## config.mk

```make
export PLATFORM = sky130hd
export DESIGN_NAME = pulse_seq_sched_flat
export DESIGN_NICKNAME = d
export VERILOG_FILES = /design/src/rtl/pulse_seq_sched_if.sv /design/src/rtl/pulse_seq_sched.sv /design/src/flat_wrapper.sv
export SDC_FILE = /design/constraint.sdc
export NUM_CORES = 1
export LEC_CHECK = 0
export CAP_MARGIN = 20
export CORE_ASPECT_RATIO = 1.75
export CORE_MARGIN = 5
export CORE_UTILIZATION = 40
export CTS_BUF_LIST = sky130_fd_sc_hd__clkbuf_8
export DETAILED_ROUTE_END_ITERATION = 6
export GPL_TIMING_DRIVEN = 0
export PLACE_DENSITY = 0.69
export SLEW_MARGIN = 15
export SYNTH_ARGS = -nofsm -noshare
export SYNTH_HDL_FRONTEND = slang
export SYNTH_SLANG_ARGS = --single-unit
```

## constraint.sdc

```tcl
create_clock -name clk -period 2.8 [get_ports clk]
set_input_delay 0.56 -clock clk [delete_from_list [all_inputs] [get_ports clk]]
set_output_delay 0.56 -clock clk [all_outputs]
set_load 0.01 [all_outputs]
```

## src/rtl/pulse_seq_sched_if.sv

```systemverilog
// Host command input and pulse-FIFO write port of the pulse sequencer.
// The sequencer drives the master side; the host/FIFO environment drives the slave side.
interface pulse_seq_sched_if;
    logic [31:0] host_cmd;
    logic        host_valid;
    logic        host_ready;
    logic        fifo_full;
    logic        fifo_wr;
    logic [31:0] fifo_wdata;

    modport master (
        input  host_cmd, host_valid, fifo_full,
        output host_ready, fifo_wr, fifo_wdata
    );

    modport slave (
        output host_cmd, host_valid, fifo_full,
        input  host_ready, fifo_wr, fifo_wdata
    );
endinterface

```

## src/rtl/pulse_seq_sched.sv

```systemverilog
// Pulse sequence scheduler: replays a stored coarse/fine table into the pulse FIFO,
// preceded by set-period and reset-clock words, and forwards host words when idle.
module pulse_seq_sched #(
    parameter int unsigned AW              = 4,
    parameter logic [7:0]  CMD_RESET_CLOCK = 8'd0,
    parameter logic [7:0]  CMD_SEND_PULSE  = 8'd1,
    parameter logic [7:0]  CMD_SET_PERIOD  = 8'd2
) (
    input  logic              clk,
    input  logic              rst,
    input  logic              tbl_we_i,
    input  logic [AW-1:0]     tbl_addr_i,
    input  logic [23:0]       tbl_wdata_i,
    input  logic [23:0]       period_i,
    input  logic [AW:0]       num_entries_i,
    input  logic [15:0]       repeat_count_i,
    input  logic              start_i,
    input  logic              abort_i,
    pulse_seq_sched_if.master bus,
    output logic              busy_o,
    output logic              done_o,
    output logic              aborted_o,
    output logic [7:0]        state_out_o
);
    typedef enum logic [2:0] {
        IDLE   = 3'd0,
        PERIOD = 3'd1,
        RSTCLK = 3'd2,
        ISSUE  = 3'd3,
        FINISH = 3'd4
    } state_e;

    localparam logic [AW:0] IDX_ONE = {{AW{1'b0}}, 1'b1};

    state_e      state_q;
    logic        wr_pend_q;
    logic [31:0] wdata_q;
    logic        busy_q;
    logic        done_q;
    logic        aborted_q;
    logic        abort_q;
    logic        start_pend_q;
    logic [AW:0] num_q;
    logic [AW:0] idx_q;
    logic [15:0] rep_q;
    logic [15:0] pass_q;
    logic [23:0] tbl_q [2**AW];

    logic          fifo_wr;
    logic          host_ready;
    logic          slot_free;
    logic          start_req;
    logic          abort_eff;
    logic          idx_last;
    logic          pass_last;
    logic          finish_now;
    logic [AW:0]   idx_inc;
    logic [AW-1:0] rd_addr;
    logic [23:0]   tbl_rd;

    assign fifo_wr    = wr_pend_q & ~bus.fifo_full;
    // A new word may be loaded whenever the output register is empty or drains this cycle.
    assign slot_free  = ~wr_pend_q | fifo_wr;
    assign start_req  = (start_i | start_pend_q) & ~abort_i;
    assign host_ready = (state_q == IDLE) & ~start_i & ~start_pend_q & ~bus.fifo_full & ~wr_pend_q;
    assign abort_eff  = abort_q | abort_i;
    assign idx_inc    = idx_q + IDX_ONE;
    assign idx_last   = (idx_q == num_q - IDX_ONE);
    assign pass_last  = (pass_q == rep_q - 16'd1);

    // The word being written decides whether the sequence ends here.
    assign finish_now = busy_q & fifo_wr &
                        (abort_eff |
                         ((state_q == RSTCLK) & ((num_q == '0) | (rep_q == '0))) |
                         ((state_q == ISSUE) & idx_last & pass_last));

    // Look-ahead read: entry 0 when entering ISSUE, otherwise the entry after the current one.
    assign rd_addr = ((state_q == ISSUE) && !idx_last) ? idx_inc[AW-1:0] : '0;
    assign tbl_rd  = tbl_q[rd_addr];

    // NOTE: the table has no reset so it can map onto plain RAM; contents are defined by host writes only.
    always_ff @(posedge clk) begin
        if (tbl_we_i && !busy_q) begin
            tbl_q[tbl_addr_i] <= tbl_wdata_i;
        end
    end

    // NOTE: all state here uses non-blocking assignments so every register sees pre-edge values.
    always_ff @(posedge clk or negedge rst) begin
        if (!rst) begin
            state_q      <= IDLE;
            wr_pend_q    <= 1'b0;
            wdata_q      <= '0;
            busy_q       <= 1'b0;
            done_q       <= 1'b0;
            aborted_q    <= 1'b0;
            abort_q      <= 1'b0;
            start_pend_q <= 1'b0;
            num_q        <= '0;
            rep_q        <= '0;
            idx_q        <= '0;
            pass_q       <= '0;
        end else begin
            if (fifo_wr) begin
                wr_pend_q <= 1'b0;
            end
            if (busy_q && abort_i) begin
                abort_q <= 1'b1;
            end

            if (finish_now) begin
                state_q   <= FINISH;
                busy_q    <= 1'b0;
                done_q    <= 1'b1;
                aborted_q <= abort_eff;
            end else begin
                case (state_q)
                    IDLE: begin
                        if (start_req && slot_free) begin
                            start_pend_q <= 1'b0;
                            busy_q       <= 1'b1;
                            num_q        <= num_entries_i;
                            rep_q        <= repeat_count_i;
                            wr_pend_q    <= 1'b1;
                            wdata_q      <= {CMD_SET_PERIOD, period_i};
                            state_q      <= PERIOD;
                        end else if (start_req) begin
                            start_pend_q <= 1'b1;
                        end else begin
                            start_pend_q <= 1'b0;
                            if (host_ready && bus.host_valid) begin
                                wr_pend_q <= 1'b1;
                                wdata_q   <= bus.host_cmd;
                            end
                        end
                    end
                    PERIOD: begin
                        if (fifo_wr) begin
                            wr_pend_q <= 1'b1;
                            wdata_q   <= {CMD_RESET_CLOCK, 24'h0};
                            state_q   <= RSTCLK;
                        end
                    end
                    RSTCLK: begin
                        if (fifo_wr) begin
                            wr_pend_q <= 1'b1;
                            wdata_q   <= {CMD_SEND_PULSE, tbl_rd};
                            idx_q     <= '0;
                            pass_q    <= '0;
                            state_q   <= ISSUE;
                        end
                    end
                    ISSUE: begin
                        if (fifo_wr) begin
                            wr_pend_q <= 1'b1;
                            wdata_q   <= {CMD_SEND_PULSE, tbl_rd};
                            if (idx_last) begin
                                idx_q  <= '0;
                                pass_q <= pass_q + 16'd1;
                            end else begin
                                idx_q  <= idx_inc;
                            end
                        end
                    end
                    FINISH: begin
                        done_q    <= 1'b0;
                        aborted_q <= 1'b0;
                        abort_q   <= 1'b0;
                        state_q   <= IDLE;
                    end
                    default: begin
                        busy_q    <= 1'b0;
                        wr_pend_q <= 1'b0;
                        state_q   <= IDLE;
                    end
                endcase
            end
        end
    end

    assign bus.fifo_wr    = fifo_wr;
    assign bus.fifo_wdata = wdata_q;
    assign bus.host_ready = host_ready;
    assign busy_o         = busy_q;
    assign done_o         = done_q;
    assign aborted_o      = aborted_q;
    assign state_out_o    = {5'd0, state_q};
endmodule

```

## src/flat_wrapper.sv

```systemverilog
// flat-port wrapper written by rule: the top's interface ports become plain ports
module pulse_seq_sched_flat 
#(
    parameter int unsigned AW              = 4,
    parameter logic [7:0]  CMD_RESET_CLOCK = 8'd0,
    parameter logic [7:0]  CMD_SEND_PULSE  = 8'd1,
    parameter logic [7:0]  CMD_SET_PERIOD  = 8'd2
)
  (clk, rst, tbl_we_i, tbl_addr_i, tbl_wdata_i, period_i, num_entries_i, repeat_count_i, start_i, abort_i, busy_o, done_o, aborted_o, state_out_o, bus_host_cmd, bus_host_valid, bus_fifo_full, bus_host_ready, bus_fifo_wr, bus_fifo_wdata);
  pulse_seq_sched_if bus_i ();
  input  logic clk;
  input  logic rst;
  input  logic tbl_we_i;
  input  logic [AW-1:0] tbl_addr_i;
  input  logic [23:0] tbl_wdata_i;
  input  logic [23:0] period_i;
  input  logic [AW:0] num_entries_i;
  input  logic [15:0] repeat_count_i;
  input  logic start_i;
  input  logic abort_i;
  output logic busy_o;
  output logic done_o;
  output logic aborted_o;
  output logic [7:0] state_out_o;
  input wire logic [$bits(bus_i.host_cmd)-1:0] bus_host_cmd;
  input wire logic [$bits(bus_i.host_valid)-1:0] bus_host_valid;
  input wire logic [$bits(bus_i.fifo_full)-1:0] bus_fifo_full;
  output wire logic [$bits(bus_i.host_ready)-1:0] bus_host_ready;
  output wire logic [$bits(bus_i.fifo_wr)-1:0] bus_fifo_wr;
  output wire logic [$bits(bus_i.fifo_wdata)-1:0] bus_fifo_wdata;
  assign bus_i.host_cmd = bus_host_cmd;
  assign bus_i.host_valid = bus_host_valid;
  assign bus_i.fifo_full = bus_fifo_full;
  assign bus_host_ready = bus_i.host_ready;
  assign bus_fifo_wr = bus_i.fifo_wr;
  assign bus_fifo_wdata = bus_i.fifo_wdata;
  pulse_seq_sched #(.AW(AW), .CMD_RESET_CLOCK(CMD_RESET_CLOCK), .CMD_SEND_PULSE(CMD_SEND_PULSE), .CMD_SET_PERIOD(CMD_SET_PERIOD)) u_core (.clk(clk), .rst(rst), .tbl_we_i(tbl_we_i), .tbl_addr_i(tbl_addr_i), .tbl_wdata_i(tbl_wdata_i), .period_i(period_i), .num_entries_i(num_entries_i), .repeat_count_i(repeat_count_i), .start_i(start_i), .abort_i(abort_i), .bus(bus_i), .busy_o(busy_o), .done_o(done_o), .aborted_o(aborted_o), .state_out_o(state_out_o));
endmodule
```

; Yosys cells after proc, flatten, opt, wreduce, memory -nomap -nowiden
; Memory sizes are Yosys's and may differ from the RTL's.
; Index checks and enable logic that the tools add are counted.
[op_classes]
n_shift = 0
mux = 40
eq_ne = 18
div = 0
n_addsub = 4
multipliers = 0
order_cmp = 0
reduce_logical = 23
n_bitwise = 23
[ops]
columns = operator, count
row1 = $mux W32, 5
row2 = $pmux W32 S3, 1
row3 = $mux W16, 3
row4 = $pmux W16 S2, 1
row5 = $mux W1, 18
row6 = $add A16 B1 Y16 const B, 1
row7 = $eq A16 B16 Y1, 1
row8 = $logic_not A16 Y1, 1
row9 = $sub A16 B1 Y16 const B, 1
row10 = $mux W5, 3
row11 = $ne A2 B1 Y1 const B, 7
row12 = $mux W3, 4
row13 = $pmux W3 S4, 1
row14 = $and A1 B1 Y1, 11
row15 = $pmux W5 S2, 1
row16 = $reduce_and A4 Y1, 2
row17 = $eq A3 B2 Y1 const B, 2
row18 = $ne A3 B1 Y1 const B, 2
row19 = $ne A3 B3 Y1 const B, 2
row20 = $not A1 Y1, 6
row21 = $or A1 B1 Y1, 6
row22 = $reduce_and A6 Y1, 1
row23 = $add A5 B1 Y5 const B, 1
row24 = $eq A5 B5 Y1, 1
row25 = other kinds (19), 26
[totals]
ram_bits = 384
out_inout_bits = 45
latchBits = 0
n_memories = 1
mem_bits_ro = 0
regBits = 83
[memory_table]
columns = name, words, width, read_ports, rd_clocked_by_memory_dff, wr, line_no
row1 = u_core.tbl_q, 16, 24, 1, 0, 1, pulse_seq_sched.sv:47  ; logic [23:0] tbl_q [2**AW];

; Logic depth before layout (Yosys ltp)
[depth]
ltp_word = 11
depth_mapped = 14

; Worst setup path before layout
; No wires, ideal clock.
[synth_timing]
kind = in2reg
startpoint = input port tbl_we_i
endpoint = memory u_core.tbl_q[0][0] (enable)
path_stages = 3
path_buffers = 0
t_arrival_ns = 2.667
path_slack_ns = -0.302
cell_sequence = nand2b_1 or3_1 nor3_1
[synth_between]
elab_chain_len = 3
[synth_lines]
columns = element, line_no
row1 = from (decl), flat_wrapper.sv:13  ; input logic tbl_we_i;
row2 = $logic_and A1 B1 Y1, pulse_seq_sched.sv:83  ; if (tbl_we_i && !busy_q) begin
row3 = $mux W1, pulse_seq_sched.sv:83
row4 = $mux W1 (implied by the code), pulse_seq_sched.sv:84  ; tbl_q[tbl_addr_i] <= tbl_wdata_i;
row5 = to (decl), pulse_seq_sched.sv:47
; No other way between the ends.

; Worst setup path after layout
[layout_timing]
startpoint = register u_core.rep_q[2]
endpoint = register u_core.idx_q[1]
[layout_between]
elab_chain_len = 8
[layout_lines]
columns = element, line_no
row1 = from (decl), pulse_seq_sched.sv:45  ; logic [15:0] rep_q;
row2 = from (signal assigned), pulse_seq_sched.sv:123  ; rep_q <= repeat_count_i;
row3 = branches (longest 4 deep; another with $sub A16 B1 Y16), -
row4 = $or A1 B1 Y1 (*), pulse_seq_sched.sv:74  ; ((state_q == RSTCLK) & ((num_q == '0) | (rep_q == '0))) |
row5 = $and A1 B1 Y1 (*), pulse_seq_sched.sv:72  ; assign finish_now = busy_q & fifo_wr &
row6 = $not A1 Y1 (no line) (*), -
row7 = $reduce_and A4 Y1 (no line) (*), -
row8 = to (signal assigned), pulse_seq_sched.sv:161  ; idx_q <= idx_inc;
row9 = to (decl), pulse_seq_sched.sv:44  ; logic [AW:0] idx_q;
; Mark *: on every way between the ends.
; A chain may end at the register's enable or synchronous reset.

==> metrics.csv <==
stage,metric,value,unit
worst_setup_path,cells on worst reg2reg path,11,
synthesis,Area contributors post-synth,"edfxtp_1 (57%), dfrtp_1 (10%), mux2_2 (3.7%), a21oi_1 (2.7%), nand2_1 (2.1%)",
cts,htree depth,2,
synthesis,ys flop type,edfxtp_1,
timing,Worst Slack Setup Final,-369,ps
run,Max-Cap Viols,0,
final_layout,# fillers,4064,
detailed_routing,DR DRC count,0,
synthesis,post-synth cell types,77,
timing,Tcrit/Tclk final,113,%
timing,headroom to the max-slew limit,39.3,%
global_routing,first-pass GRT wire length,92200,um
hold_path,worst hold path type,in2reg,
floorplanning,IO Pins,157,
synthesis,post-synthesis register bit count,467,
timing,worst slew pin tran,910,ps
final_layout,"commonest non-fill, non-tap cell in the layout",edfxtp_1,
worst_setup_path,WS Path Type,reg2reg,
hold_path,worst hold start,bus_fifo_full,
timing,final setup fails,83,
synthesis,Ys Warns,0,
detailed_routing,ANT nets after route,0,
synthesis,Post-Synth Adder-Cell Area,0.372,%
status,violated checks,setup timing,
pwr,peak supply drop,0.000326,V
worst_setup_path,startpoint types,register,
placement,Inst Count DP,2296,
timing,"Slew Viols, Final",0,
floorplanning,Die Footprint,55300,um^2
synthesis,Syn Inst Count,1457,
timing,Final Hold Fails,0,
timing,Max Freq,316,MHz
detailed_routing,DR iter-0 viols,1495,
global_routing,initial antenna violation count,3,
final_layout,"commonest non-fill, non-tap cells in the layout","edfxtp_1 (384), clkdlybuf4s50_1 (148), nand2_1 (110)",
cts,clock root cell,clkbuf_8,
placement,HPWL after DPL,44000,um
worst_setup_path,"Req. time, crit path",3310,ps
worst_setup_path,critical-path maximum fanout,7,
global_routing,largest net degree at the start of global routing,51,
floorplanning,chip width,180,um
floorplanning,core area,50300,um^2
synthesis,largest family of logic cells by synthesized area,compound AO/OA/AOI/OAI gates,
global_routing,vias in the first global route,14700,
synthesis,Post-Synthesis Cell Area,20200,um^2
synthesis,Synth top area share,57.1,%
final_layout,"Core Util, Final",51.8,%
cts,maximum clock path buffer count,3,
global_routing,grt ovf,0,
global_routing,total global-route track usage,21.8,%
final_layout,Multi-input gate area,7160,um^2
detailed_routing,Vias/cell,5.83,
worst_setup_path,CP Capture Type,register,
cts,CTS Buf Count,61,
synthesis,Synth Area in Compound Gates,12.5,%
placement,Placer Congestion,0.930,
floorplanning,height of the die,307,um
synthesis,post-synthesis mux area share,7.60,%
hold_path,Hold Path End,u_core.wr_pend_q,
worst_setup_path,worst reg2reg setup slack,-370,ps
detailed_routing,WL per Instance,25.7,um
final_layout,"Design Area, Final",26100,um^2
synthesis,"Seq/Total Area, Yosys",67.4,%
cts,clk slew on worst S/H paths,80,ps
pwr,pwr/cell area,504,nW/um^2
hold_path,Hold Path Depth,4,
placement,DP Area,23200,um^2
detailed_routing,DR vias,14300,
final_layout,"non-filler cells, final",2443,
cts,Worst-Skew Late Latency,650,ps
floorplanning,row count,109,
worst_setup_path,Critical Path AT,3680,ps
synthesis,Synth Area in XOR/XNOR,1.21,%
worst_setup_path,reg2reg start,u_core.rep_q[2],
status,outcome,finished with violations,
timing,Worst Skew,31.4,ps
detailed_routing,DRT Pass-1 Iters,5,
detailed_routing,routed wire length,62700,um
final_layout,Total Nets Final,1844,
synthesis,Post-synth EDFFs,384,
placement,port buffer count,150,
synthesis,Mapped Avg Cell Area,13.9,um^2
floorplanning,Starting Density,40.1,%
final_layout,Area Overhead vs Synth,29.0,%
cts,clock sink total,467,
final_layout,register area,13600,um^2
synthesis,Post-synth ARST share,17.8,%
synthesis,cell taking the most area after synthesis,edfxtp_1,
worst_setup_path,Worst R2R End,u_core.idx_q[1],
pwr,leakage power total,8.96,nW
synthesis,Post-Synth Simple-Gate Area,8.24,%
final_layout,share of cells above drive strength 1,25.9,%
timing,Tmin final,3170,ps
timing,RSZ-0062 raised after global routing,yes,
cts,CTS tree,built,
-- worst max path at each step --
stage / start / to / slack, ps / depth (start not counted)
after CTS: u_core.rep_q[2] / u_core.idx_q[1] / -370 / 11
after floorplan: u_core.rep_q[3] / u_core.num_q[0] / -120 / 11
final: u_core.rep_q[2] / u_core.idx_q[1] / -370 / 11
after global placement: rst / u_core.bus.fifo_wdata[7] / -2070 / 1
after global routing: u_core.rep_q[0] / u_core.pass_q[0] / -440 / 12
after detailed placement: u_core.num_q[0] / u_core.bus.fifo_wdata[16] / -1870 / 13
-- logic make-up (layout without fill, tap and decap cells) --
logic type / after synthesis / in the layout
AOI/OAI and AO/OA: 381 / 381
xor gates and xnor gates: 28 / 28
adders and majority gates: 6 / 6
buffers and inverters: 123 / 436
DFF: 467 / 467
muxes: 128 / 128
other: 1 / 8
and+or+nand+nor: 323 / 323
-- report_power, final --
group	internal, mW	total [mW]	switching, mW
registers	7.52	7.52	0.0000000000000000987
clock network	2.73	5.27	2.54
logic	0.158	0.341	0.183
-- metrics by stage --
| step | power (mW) | setup WS, ps | hold slack, ps | TNS (ps) |
|---|---|---|---|---|
| floorplan | 7.71 | -125 | 264 | -2670 |
| global placement | 7.98 | -2070 | 464 | -639510 |
| detailed placement | 8.01 | -1870 | 484 | -77160 |
| CTS | 13.2 | -374 | 287 | -23560 |
| global route | 13.6 | -439 | 403 | -30420 |
| finish | 13.1 | -369 | 376 | -24230 |
-- flip-flops by register name (all words and copies together) (netlist names) --
name                   flops
u_core.num_q               5
u_core.idx_q               5
u_core.bus.fifo_wdata     32
u_core.wr_pend_q           1
u_core.pass_q             16
u_core.tbl_q             384
u_core.aborted_o           1
u_core.abort_q             1
u_core.rep_q              16
u_core.start_pend_q        1
u_core.done_o              1
u_core.busy_o              1
u_core.state_q             3
-- cell usage after synthesis (9+ instances only) --
cell / number
o21ai_0: 72
mux2i_1: 31
o22ai_1: 20
nor2_1: 40
o31ai_1: 13
nand3_1: 17
xnor2_1: 21
mux2_2: 67
mux2_4: 20
edfxtp_1: 384
inv_1: 11
nand2b_1: 15
a2bb2oi_1: 24
nor3_1: 19
a221oi_1: 38
a211oi_1: 22
nor4_1: 37
a31oi_1: 14
nand2_1: 114
o32ai_1: 20
a21oi_1: 110
and2_1: 20
clkbuf_1: 87
dfrtp_1: 83
or3_1: 9
and3_1: 17
-- repair_timing --
action | 4_1_cts | 5_1_grt
gates cloned | 2 | 2
buffers inserted | 33 | 3
hold endpoints to repair | 33 | 0
pin swaps | 28 | 25
gates resized for setup | 215 | 65
hold buffers | 1 | 0
endpoints found under the setup margin | 84 | 83
-- metal layers --
metal	part of all wire [%]	up-vias	global-route usage, %	routed length, um
li1	-	6243	-	-
met1	34	7142	22.5	21100
met2	55	690	42.1	34600
met3	5.5	176	3.31	3430
met4	5.7	0	11.5	3610
met5	0	-	0	0
-- final cells by class --
cell class | instances | area share (%)
Timing Repair Buffer | 209 | 9.10
Clock inverter | 49 | 1.57
Inverter | 12 | 0.178
Buffer | 104 | 2.91
Antenna cell | 3 | 0.0288
Sequential cell | 467 | 52.3
Clock buffer | 62 | 3.28
Multi-Input combinational cell | 871 | 27.5
Tap cell | 666 | 3.20
-- worst max-delay path, stage by stage (launching register included) --
cell and delay [ps]:
dfrtp_2 400, or4_4 590, nor4_4 390, mux2i_1 230
o31ai_1 90, a211o_2 360, o21ai_4 240, buf_8 170
buf_12 120, buf_12 100, nor2_4 50, mux2_2 300
(Power assumes the default switching activity.)
